## config.mk

```make
export PLATFORM = sky130hd
export DESIGN_NAME = pc_sequencer
export DESIGN_NICKNAME = d
export VERILOG_FILES = /design/src/rtl/cpu_pkg.sv /design/src/rtl/pc_sequencer.sv
export SDC_FILE = /design/constraint.sdc
export NUM_CORES = 1
export LEC_CHECK = 0
export BUFFER_PORTS_ARGS = -buffer_cell sky130_fd_sc_hd__buf_2
export CELL_PAD_IN_SITES_DETAIL_PLACEMENT = 0
export CELL_PAD_IN_SITES_GLOBAL_PLACEMENT = 2
export CORE_MARGIN = 8
export CORE_UTILIZATION = 30
export DETAILED_ROUTE_END_ITERATION = 7
export PLACE_DENSITY = 0.83
export SYNTH_ARGS = -nofsm -noshare
export SYNTH_HDL_FRONTEND = slang
export SYNTH_SLANG_ARGS = --single-unit
```

## constraint.sdc

```tcl
create_clock -name clk -period 3 [get_ports clk]
set_input_delay 0.15 -clock clk [delete_from_list [all_inputs] [get_ports clk]]
set_output_delay 0.15 -clock clk [all_outputs]
set_load 0.005 [all_outputs]
```

## src/rtl/cpu_pkg.sv

```systemverilog
// Shared CPU definitions: sequencer state encoding, opcode values and default widths.
// Optional feature macro: PC_SEQUENCER_STEP_EN adds the PAUSE state used for single-stepping.
package cpu_pkg;

    localparam int unsigned PC_W_DEF = 3;
    localparam int unsigned OP_W_DEF = 3;

    localparam logic [2:0] OP_NOP  = 3'b000;
    localparam logic [2:0] OP_ALU  = 3'b001;
    localparam logic [2:0] OP_LOAD = 3'b010;
    localparam logic [2:0] OP_JMP  = 3'b100;
    localparam logic [2:0] OP_BEQZ = 3'b101;
    localparam logic [2:0] OP_HALT = 3'b111;

    typedef enum logic [2:0] {
        S_IDLE      = 3'd0,
        S_FETCH     = 3'd1,
        S_DECODE    = 3'd2,
        S_EXECUTE   = 3'd3,
        S_WRITEBACK = 3'd4,
        S_HALT      = 3'd5
`ifdef PC_SEQUENCER_STEP_EN
        , S_PAUSE   = 3'd6
`endif
    } state_e;

endpackage

```

## src/rtl/pc_sequencer.sv

```systemverilog
// pc_sequencer: instruction sequencing FSM plus next-PC selection for a small CPU.
// The PC register itself lives in program_counter; this block only presents pc_next/pc_we.
// Ports:
//   clk, rst        clock, asynchronous active-high reset
//   start           pulse that leaves IDLE
//   imem_ready      instruction data valid for pc_cur
//   opcode, target  fields of the fetched instruction (captured on fetch)
//   zero            ALU zero flag, sampled in EXECUTE
//   step            single-step advance (only with PC_SEQUENCER_STEP_EN)
//   pc_cur          current PC value
//   pc_next, pc_we  next PC and its one-cycle load enable
//   ir_load, alu_en, reg_we, halted   registered control strobes
// Macro PC_SEQUENCER_STEP_EN: adds the step port and a PAUSE state after WRITEBACK.
module pc_sequencer
    import cpu_pkg::*;
#(
    parameter int unsigned PC_W = PC_W_DEF,
    parameter int unsigned OP_W = OP_W_DEF
) (
    input  logic            clk,
    input  logic            rst,
    input  logic            start,
    input  logic            imem_ready,
    input  logic [OP_W-1:0] opcode,
    input  logic [PC_W-1:0] target,
    input  logic            zero,
`ifdef PC_SEQUENCER_STEP_EN
    input  logic            step,
`endif
    input  logic [PC_W-1:0] pc_cur,
    output logic [PC_W-1:0] pc_next,
    output logic            pc_we,
    output logic            ir_load,
    output logic            alu_en,
    output logic            reg_we,
    output logic            halted
);

    state_e          r_state, w_state_nxt;
    logic [OP_W-1:0] r_op, w_op_nxt;
    logic [PC_W-1:0] r_tgt, w_tgt_nxt;
    logic            r_zero;
    logic [PC_W-1:0] r_pc_next, w_pc_next_nxt;
    logic            r_pc_we, w_pc_we_nxt;
    logic            r_ir_load, w_ir_load_nxt;
    logic            r_alu_en, w_alu_en_nxt;
    logic            r_reg_we, w_reg_we_nxt;
    logic            r_halted, w_halted_nxt;

    logic            w_writes;
    logic            w_zero_smp;
    logic            w_taken;
    logic [PC_W-1:0] w_pc_inc;

    // Only ALU and LOAD produce a register result.
    assign w_writes   = (r_op == OP_W'(OP_ALU)) || (r_op == OP_W'(OP_LOAD));
    // Zero flag as seen during EXECUTE; the live input is used on the EXECUTE edge itself.
    assign w_zero_smp = (r_state == S_EXECUTE) ? zero : r_zero;
    assign w_taken    = (r_op == OP_W'(OP_JMP)) ||
                        ((r_op == OP_W'(OP_BEQZ)) && w_zero_smp);
    // Natural wrap at 2^PC_W.
    assign w_pc_inc   = pc_cur + PC_W'(1);

    // State register.
    always_ff @(posedge clk or posedge rst) begin
        if (rst) begin
            r_state <= S_IDLE;
        end else begin
            r_state <= w_state_nxt;
        end
    end

    // Next state and next values of the registered outputs.
    always_comb begin
        w_state_nxt   = r_state;
        w_op_nxt      = r_op;
        w_tgt_nxt     = r_tgt;
        w_pc_next_nxt = r_pc_next;
        w_pc_we_nxt   = 1'b0;
        w_ir_load_nxt = 1'b0;
        w_alu_en_nxt  = 1'b0;
        w_reg_we_nxt  = 1'b0;
        w_halted_nxt  = 1'b0;
        unique case (r_state)
            S_IDLE: begin
                if (start) begin
                    w_state_nxt = S_FETCH;
                end
            end
            S_FETCH: begin
                if (imem_ready) begin
                    w_state_nxt   = S_DECODE;
                    w_ir_load_nxt = 1'b1;
                    w_op_nxt      = opcode;
                    w_tgt_nxt     = target;
                end
            end
            S_DECODE: begin
                if (r_op == OP_W'(OP_HALT)) begin
                    w_state_nxt  = S_HALT;
                    w_halted_nxt = 1'b1;
                end else begin
                    w_state_nxt  = S_EXECUTE;
                    w_alu_en_nxt = w_writes;
                end
            end
            S_EXECUTE: begin
                w_state_nxt   = S_WRITEBACK;
                w_pc_we_nxt   = 1'b1;
                w_reg_we_nxt  = w_writes;
                w_pc_next_nxt = w_taken ? r_tgt : w_pc_inc;
            end
            S_WRITEBACK: begin
`ifdef PC_SEQUENCER_STEP_EN
                w_state_nxt = S_PAUSE;
`else
                w_state_nxt = S_FETCH;
`endif
            end
`ifdef PC_SEQUENCER_STEP_EN
            S_PAUSE: begin
                if (step) begin
                    w_state_nxt = S_FETCH;
                end
            end
`endif
            S_HALT: begin
                w_halted_nxt = 1'b1;
            end
            default: begin
                w_state_nxt = S_IDLE;
            end
        endcase
    end

    // Instruction fields, sampled zero flag and output registers.
    always_ff @(posedge clk or posedge rst) begin
        if (rst) begin
            r_op      <= '0;
            r_tgt     <= '0;
            r_zero    <= 1'b0;
            r_pc_next <= '0;
            r_pc_we   <= 1'b0;
            r_ir_load <= 1'b0;
            r_alu_en  <= 1'b0;
            r_reg_we  <= 1'b0;
            r_halted  <= 1'b0;
        end else begin
            r_op      <= w_op_nxt;
            r_tgt     <= w_tgt_nxt;
            if (r_state == S_EXECUTE) begin
                r_zero <= zero;
            end
            r_pc_next <= w_pc_next_nxt;
            r_pc_we   <= w_pc_we_nxt;
            r_ir_load <= w_ir_load_nxt;
            r_alu_en  <= w_alu_en_nxt;
            r_reg_we  <= w_reg_we_nxt;
            r_halted  <= w_halted_nxt;
        end
    end

    assign pc_next = r_pc_next;
    assign pc_we   = r_pc_we;
    assign ir_load = r_ir_load;
    assign alu_en  = r_alu_en;
    assign reg_we  = r_reg_we;
    assign halted  = r_halted;

endmodule
```

==> results of run 1 <==
## cell usage after synthesis, drive strengths merged (2+ instances only)
| cell | instances | area (µm²) |
|---|---|---|
| dfrtp | 18 | 450.4 |
| mux2 | 6 | 67.56 |
| nor2 | 6 | 22.52 |
| a21oi | 5 | 25.02 |
| inv | 4 | 17.52 |
| o21ai | 4 | 20.01 |
| a31oi | 3 | 18.77 |
| buf | 3 | 26.27 |
| nand2b | 3 | 18.77 |
| nand2 | 2 | 7.510 |
| nand3b | 2 | 27.53 |
| nor3 | 2 | 21.27 |
| o31ai | 2 | 20.02 |
| xor2 | 2 | 17.52 |
## area by class of cell
cell class / count / area share
inverter: 4 / 0.01783
sequential: 18 / 0.4586
clock buffer: 3 / 0.02293
tap: 31 / 0.03949
multi-input combinational: 45 / 0.3439
timing repair buffer: 22 / 0.1172
## routing by layer
layer / part of all wire / track usage
met1: 0.44 / 0.08662
met2: 0.46 / 0.1254
met3: 0.068 / 0.03877
met4: 0.022 / 0.04604
met5: 0 / 0
## power by group through the flow
stage / Sequential (mW) / Clock (mW) / Combinational (mW)
2_1_floorplan: 0.408 / 0 / 0.312
6_report: 0.457 / 0.112 / 0.331
3_3_place_gp: 0.461 / 0 / 0.329
5_1_grt: 0.474 / 0.132 / 0.381
4_1_cts: 0.458 / 0.121 / 0.338
3_5_place_dp: 0.462 / 0 / 0.334
## kinds of logic after synthesis
family,Yosys count,share of synthesized area
DFF,18,0.5414
AOI/OAI and AO/OA,18,0.1474
and+or+nand+nor,18,0.1414
buffers and inverters,7,0.05263
muxes,6,0.08120
xor gates and xnor gates,2,0.02106
adders and majority gates,1,0.01504
## through the flow
stage          std cells  instance area, µm²  utilization
2_1_floorplan         70               832.0            -
3_3_place_gp         119               949.7       0.3535
3_5_place_dp         119               949.7       0.3535
4_1_cts              123               982.2       0.3656
5_1_grt              123               982.2       0.3656
6_report             123               982.2       0.3656
## final timing paths
path	to	slack, ns	depth (start not counted)
max in group asynchronous	r_tgt[1]	2.09	3
hold reg to reg	pc_next[2]	0.51	2
min in group asynchronous	pc_we	0.49	3
setup reg to reg	r_op[0]	1.49	3
setup / recovery	r_op[0]	1.49	3
hold / removal	r_op[1]	0.1	2
## registers in the layout (all words and copies together) (netlist names)
register / flops
alu_en: 1
halted: 1
ir_load: 1
pc_next: 3
pc_we: 1
r_op: 3
r_state: 3
r_tgt: 3
r_zero: 1
reg_we: 1
## repair_timing
action | CTS | global route
hold buffers | 1 | 0
resized for setup | 0 | 0
endpoints found under the hold margin | 18 | 0
==> qor.txt, run 1 <==
Worst Path Required -> 3.17 ns
Startpoint Class -> register
Overall routing resource usage -> 0.08005
Count of cell types in the netlist -> 28
Largest net degree at the start of global routing -> 19
H-tree depth -> 1
Netlist Area Pre-Place -> 832.0 µm²
Routed vias -> 585
Clk sinks -> 18
# IOs -> 22
Vias in the first global route -> 588
GPL Wtd Cong -> 0.7304
Antenna cell count -> 0
Via/cell ratio -> 4.756
Power share of the sequential group -> 0.507
CP max FO -> 9
Register area -> 450.4 µm²
First-pass GRT wire length -> 2760 µm
Fraction of layout cells with a size suffix above 1 -> 0.3804
Cells after synthesis -> 70
Clk pin slew, worst setup/hold paths -> 0.10 ns
Cell family with most CP delay -> flip-flops
Setup crit end kind -> register
Starting Density -> 0.3097
CP startpoint -> r_state[0]
Mapped Avg Cell Area -> 11.89 µm²
R2r startpoint -> r_state[0]
Die Y-Extent -> 68.67 µm
CTS buffer count -> 3
Final setup viols -> 0
Clk_skew -> 0.007480 ns
Overflow after GRT -> 0
Total Neg Setup Slack -> 0 ns
Outcome -> finished, final reports clean
Max Freq -> 0.6639 GHz
Critical-path top delay cell -> dfrtp_1
Core Box Area -> 0.002686 mm²
Ys flop type -> dfrtp_1
WP data arrival -> 1.67 ns
Fin nets -> 109
Actual slew at the worst max-slew pin -> 0.6532 ns
Pwr Total -> 0.9000 mW
Fin. Hold Viols -> 0
Area of the multi-input gates -> 337.8 µm²
Antenna violations before repair -> 0
Worst hold slack -> 0.09973 ns
Post-synth ARST share -> 1.000
Worst Path Buf+Inv -> 0
#FFs+latches synth -> 18
Internal -> 0.5654 mW
Comb power frac -> 0.368
Warnings, synthesis -> 0
Hold Crit Class -> primary input to register
Fillers -> 285
Clk pwr share -> 0.125
PwrDens -> 916.3 mW/mm²
Hpwl dp -> 1250 µm
Fin crit period -> 1.506 ns
Routed len/inst -> 13.06 µm
Postcts setup bufs -> 0
Final WS setup -> 1.494 ns
CTS Buffer Depth -> 2
I/O Buffers -> 21
Num rows -> 19
DR iter-0 viols -> 3
Commonest non-fill, non-tap cells in the layout -> buf_2 (21), dfrtp_1 (18), mux2_2 (6), nor2_1 (6), a21oi_1 (5)
DRC -> 0
Drt pass-1 iters -> 4
Die X -> 68.67 µm
Maxcap violations -> 0
Routed WL -> 1606 µm
Clock Tree Root -> clkbuf_4
Commonest non-fill, non-tap cell in the layout -> buf_2
Relative slew margins -> 0.5640
Unrepaired setup endpoints after global routing -> false
Area grow syn2layout -> 18.05%
Final slew viol count -> 0
Worst setup path class -> register to register
CTS tree -> built
Worst-Skew Late Latency -> 0.28 ns
Switching share of power -> 0.3718
DIE AREA -> 0.004715 mm²
Post-synthesis sequential area ratio -> 0.5414
Setup WS pre-CTS -> 1.522 ns
Worst path max stage delay -> 0.54 ns
Max IR drop VDD -> 0.0003977 V
EDFF count, synth -> 0
Tcrit/Tclk final -> 0.5021
Cell breakdown of the critical path -> nand2_1, nor3_4, mux2_2
Net Count, Synth -> 85
NetSw -> 0.3346 mW
Lkg Pwr -> 0.4874 nW
DRT antenna net count -> 0
Hold_sp -> opcode[1]
Note: power is estimated with default switching activity, not from simulation.
==> run 2: changes to the inputs <==
Clock period 3 ns to 1.4 ns, I/O delays scaled along.
==> run 2 against run 1 <==
Effect of this change: non-clock buffer count grew 8; sequential cell count is the same; cell count grew 7.3%; setup slack lost 1.4 ns; combinational power grew to 2.6 times the previous value; cell area grew 8.4%; clock power grew to 2.7 times the previous value; sequential power grew 100%; first-iteration DRC count grew to 3.3 times the previous value; sequential share of layout area shrank 3.4 points; clock skew shrank 0.0039 ns.
==> qor.txt, run 2 (synthesis results as in run 1) <==
Outcome -> finished, final reports clean
Hold Crit Class -> primary input to register
Final slew viol count -> 0
GPL Wtd Cong -> 0.7451
Routed len/inst -> 12.35 µm
CTS Buffer Depth -> 2
Clk sinks -> 18
DRC -> 0
PwrDens -> 1968 mW/mm²
Worst-Skew Late Latency -> 0.29 ns
Clock Tree Root -> clkbuf_4
H-tree depth -> 1
Max IR drop VDD -> 0.001202 V
R2r startpoint -> r_state[1]
Hpwl dp -> 1342 µm
Maxcap violations -> 0
Total Neg Setup Slack -> 0 ns
Die Y-Extent -> 68.67 µm
Met2 usage in global routing -> 0.1312
Routed WL -> 1630 µm
Antenna cell count -> 0
DP Area -> 979.7 µm²
Largest net degree at the start of global routing -> 19
Fin nets -> 117
Setup crit end kind -> register
CP max FO -> 7
GR Layer Usage met1 -> 0.08092
Setup WS pre-CTS -> 0.04820 ns
WP data arrival -> 1.49 ns
Area grow syn2layout -> 27.97%
Worst hold slack -> 0.01101 ns
DIE AREA -> 0.004715 mm²
DRT antenna net count -> 0
Worst Reg2Reg Path Length in Cells -> 2
Starting Density -> 0.3097
First-pass GRT wire length -> 2766 µm
I/O Buffers -> 21
Max Freq -> 0.7643 GHz
Fin. Hold Viols -> 0
Unrepaired setup endpoints after global routing -> false
Actual slew at the worst max-slew pin -> 0.6529 ns
Lkg Pwr -> 0.5300 nW
CP startpoint -> r_state[1]
# IOs -> 22
Via/cell ratio -> 4.750
Critical Path End -> r_tgt[0]
CTS buffer count -> 3
Clk_skew -> 0.003536 ns
Antenna violations before repair -> 0
Vias in the first global route -> 676
Startpoint Class -> register
Routed vias -> 627
Final WS setup -> 0.09155 ns
Fin crit period -> 1.308 ns
Worst setup path class -> register to register
Drt pass-1 iters -> 4
Commonest non-fill, non-tap cell in the layout -> buf_2
Die X -> 68.67 µm
Reg2Reg Setup Slack -> 0.09 ns
Routing usage on met3 -> 0.03231
Final non-filler cell area -> 0.001065 mm²
Core Box Area -> 0.002686 mm²
Clk pin slew, worst setup/hold paths -> 0.10 ns
Pwr Total -> 2.095 mW
Num rows -> 19
Overall routing resource usage -> 0.07741
Fraction of layout cells with a size suffix above 1 -> 0.4158
Commonest non-fill, non-tap cells in the layout -> buf_2 (21), dfrtp_1 (17), mux2_2 (6), nor2_1 (6)
Final setup viols -> 0
Overflow after GRT -> 0
Relative slew margins -> 0.5642
Crit Reg-Reg Endpoint -> r_tgt[0]
Tcrit/Tclk final -> 0.9346
Worst Path Required -> 1.58 ns
DR iter-0 viols -> 10
GR peak layer -> met2
CTS tree -> built
run 2: final cells by class:
| class | instances | area [µm²] |
|---|---|---|
| clock buffer | 4 | 36.28 |
| tap | 31 | 38.79 |
| fill | 284 | 1622 |
| multi-input combinational | 45 | 337.8 |
| inverter | 4 | 17.52 |
| sequential | 18 | 451.7 |
| timing repair buffer | 30 | 182.7 |
run 2: stage by stage:
stage                     utilization  cells
after global placement         0.3647    123
final                          0.3964    132
after detailed placement       0.3647    123
after floorplan                     -     70
after global routing           0.3964    132
after CTS                      0.3931    131
run 2: per-layer routing:
metal  vias to the layer above  part of all wire
met1                       294              0.42
met5                         -                 0
met3                         2             0.073
met2                        17              0.49
met4                         0             0.022
li1                        314                 -
run 2: what timing repair did:
item	4_1_cts	5_1_grt
endpoints found under the setup margin	0	2
resized for setup	0	1
setup buffers	0	1
hold buffers	4	0
hold endpoints to repair	21	0
run 2: worst min-delay path by stage:
stage	start	end	slack, ns	cells after the start
2_1_floorplan	rst	alu_en	0.009	1
6_report	opcode[1]	r_op[1]	0.01	2
3_3_place_gp	rst	pc_we	0.19	2
5_1_grt	opcode[1]	r_op[1]	0.007	2
4_1_cts	target[2]	r_tgt[2]	0.002	2
3_5_place_dp	rst	pc_we	0.19	2
run 2: where the power goes:
group	total (mW)	internal, mW	switching [mW]
sequential	0.927	0.743	0.184
clock	0.307	0.158	0.149
combinational	0.861	0.454	0.407
run 2: critical path, stage by stage, from the launching register on:
cell and delay [ns]:
dfrtp_1 0.47, nor3_4 0.35, mux2_2 0.38
==> run 3: changes to the inputs <==
Settings changed: CORE_UTILIZATION 30 to 32, PLACE_DENSITY 0.83 to unset, PLACE_DENSITY_LB_ADDON set to 0.1.
==> run 3 against run 2 <==
Effect of this change: via count is 0.32% lower; critical path depth is 3 higher; register-to-register slack worse by 0.02 ns; worst hold slack better by 0.019 ns; sequential power is 2.3% higher; cell area is 3.4% higher; setup slack worse by 0.016 ns; first-iteration DRC count is 30% higher; clock power is 1% higher; sequential share of layout area is 1.4 points lower; die area is 4.8% lower; critical path type unchanged; critical endpoint is now pc_next[1].
==> qor.txt, run 3 (synthesis results as in run 1) <==
Outcome -> finished, final reports clean
Fin crit period -> 1.325 ns
Unrepaired setup endpoints after global routing -> false
WP data arrival -> 1.50 ns
Area of the multi-input gates -> 337.8 µm²
Num rows -> 18
Overall routing resource usage -> 0.08030
Critical-path top delay cell -> dfrtp_2
Final non-filler cell area -> 0.001101 mm²
CP max FO -> 8
Vias in the first global route -> 620
Pwr Total -> 2.117 mW
Setup crit end kind -> register
Routed vias -> 625
DR iter-0 viols -> 13
Hold Crit Class -> primary input to register
Via/cell ratio -> 4.630
I/O Buffers -> 21
Crit Reg-Reg Endpoint -> pc_next[1]
Clk_skew -> 0.003062 ns
GPL Wtd Cong -> 0.7776
Fin nets -> 121
Antenna violations before repair -> 0
Starting Density -> 0.3359
Tcrit/Tclk final -> 0.9463
Area grow syn2layout -> 32.33%
DP Cell Count -> 123
Lkg Pwr -> 0.5476 nW
CTS buffer count -> 3
Total Neg Setup Slack -> 0 ns
Clk pin slew, worst setup/hold paths -> 0.10 ns
Clock Tree Root -> clkbuf_4
Hold path cells -> 3
DP Area -> 985.9 µm²
Fillers -> 251
# IOs -> 22
Core Box Area -> 0.002477 mm²
Worst-Skew Late Latency -> 0.29 ns
Worst Path Required -> 1.58 ns
Clk sinks -> 18
Cell breakdown of the critical path -> nand3b_4, inv_4, o211ai_2, a31oi_1, a21oi_1
Routed len/inst -> 12.84 µm
Drt pass-1 iters -> 4
Largest net degree at the start of global routing -> 19
Worst path max stage delay -> 0.48 ns
Actual slew at the worst max-slew pin -> 0.2868 ns
Post-route non-filler standard cell count -> 135
Relative slew margins -> 0.8088
DRT antenna net count -> 0
Max IR drop VDD -> 0.0009841 V
Hold_sp -> pc_cur[0]
Commonest non-fill, non-tap cell in the layout -> buf_2
Max Freq -> 0.7548 GHz
DIE AREA -> 0.004488 mm²
Commonest non-fill, non-tap cells in the layout -> buf_2 (21), dfrtp_1 (17), dlygate4sd3_1 (7)
Routed WL -> 1734 µm
Reg2Reg Setup Slack -> 0.08 ns
First-pass GRT wire length -> 2753 µm
DRC -> 0
Overflow after GRT -> 0
PwrDens -> 1923 mW/mm²
CTS tree -> built
WHS Endpoint -> pc_next[0]
Die Y-Extent -> 66.99 µm
Worst Reg2Reg Path Length in Cells -> 5
Final slew viol count -> 0
Die X -> 66.99 µm
CTS Buffer Depth -> 2
H-tree depth -> 1
Fin. Hold Viols -> 0
Register area -> 451.7 µm²
R2r startpoint -> r_state[2]
Startpoint Class -> register
Antenna cell count -> 0
Maxcap violations -> 0
Hpwl dp -> 1296 µm
Worst setup path class -> register to register
Final setup viols -> 0
Fraction of layout cells with a size suffix above 1 -> 0.4095
[run 3: cell count changes in the layout (fill, tap and decap cells not counted), sizes merged]
cell         change
dlygate4sd3      +3
buf              +1
[run 3: layout make-up]
class | instances | share of cell area
Sequential cell | 18 | 0.4102
Inverter | 4 | 0.01591
Clock buffer | 4 | 0.03295
Timing Repair Buffer | 34 | 0.2000
Multi-Input combinational cell | 45 | 0.3068
Tap cell | 30 | 0.03409
[run 3: how the worst max path moves through the flow]
| stage | slack [ns] | to | start |
|---|---|---|---|
| 2_1_floorplan | 0.13 | r_op[0] | r_state[0] |
| 3_3_place_gp | 0.05 | pc_next[1] | r_state[2] |
| 3_5_place_dp | 0.002 | pc_next[1] | r_state[2] |
| 4_1_cts | 0.03 | pc_next[1] | r_state[0] |
| 5_1_grt | 0.008 | pc_next[2] | r_state[0] |
| 6_report | 0.08 | pc_next[1] | r_state[2] |
[run 3: power by group]
part	switching (mW)	leakage [nW]	total, mW	internal [mW]
clock network	0.152	0.0210	0.311	0.158
logic	0.401	0.304	0.859	0.458
registers	0.205	0.222	0.948	0.743
total	0.758	0.548	2.12	1.36
[run 3: layer usage]
metal | part of all wire | GRT usage | vias to the layer above
li1 | - | - | 318
met1 | 0.50 | 0.1041 | 288
met2 | 0.43 | 0.1111 | 17
met3 | 0.065 | 0.03859 | 2
met4 | 0.0075 | 0.03133 | 0
met5 | 0 | 0 | -
[run 3: per-stage QoR]
| stage | hold WS, ns | util | setup WS (ns) |
|---|---|---|---|
| 2_1_floorplan | 0.008570 | - | 0.1331 |
| 3_3_place_gp | 0.09646 | 0.3980 | 0.05030 |
| 3_5_place_dp | 0.09759 | 0.3980 | 0.001644 |
| 4_1_cts | 0.01396 | 0.4414 | 0.02792 |
| 5_1_grt | 0.04585 | 0.4444 | 0.007904 |
| 6_report | 0.02985 | 0.4444 | 0.07516 |
[run 3: critical path: cells and delay by family, from the launching register on]
kind	cells	cell delay (ns)
buffers and inverters	1	0.11
flip-flops	1	0.48
AND/OR/NAND/NOR	1	0.19
AO/OA/AOI/OAI	3	0.44
[run 3: repair_timing]
| action | 4_1_cts | 5_1_grt |
|---|---|---|
| hold buffers | 7 | 0 |
| gates resized for setup | 1 | 1 |
| gates cloned | 0 | 0 |
| endpoints found under the setup margin | 1 | 6 |
| hold endpoints to repair | 24 | 0 |
| buffers inserted | 0 | 1 |
| pin swaps | 0 | 2 |
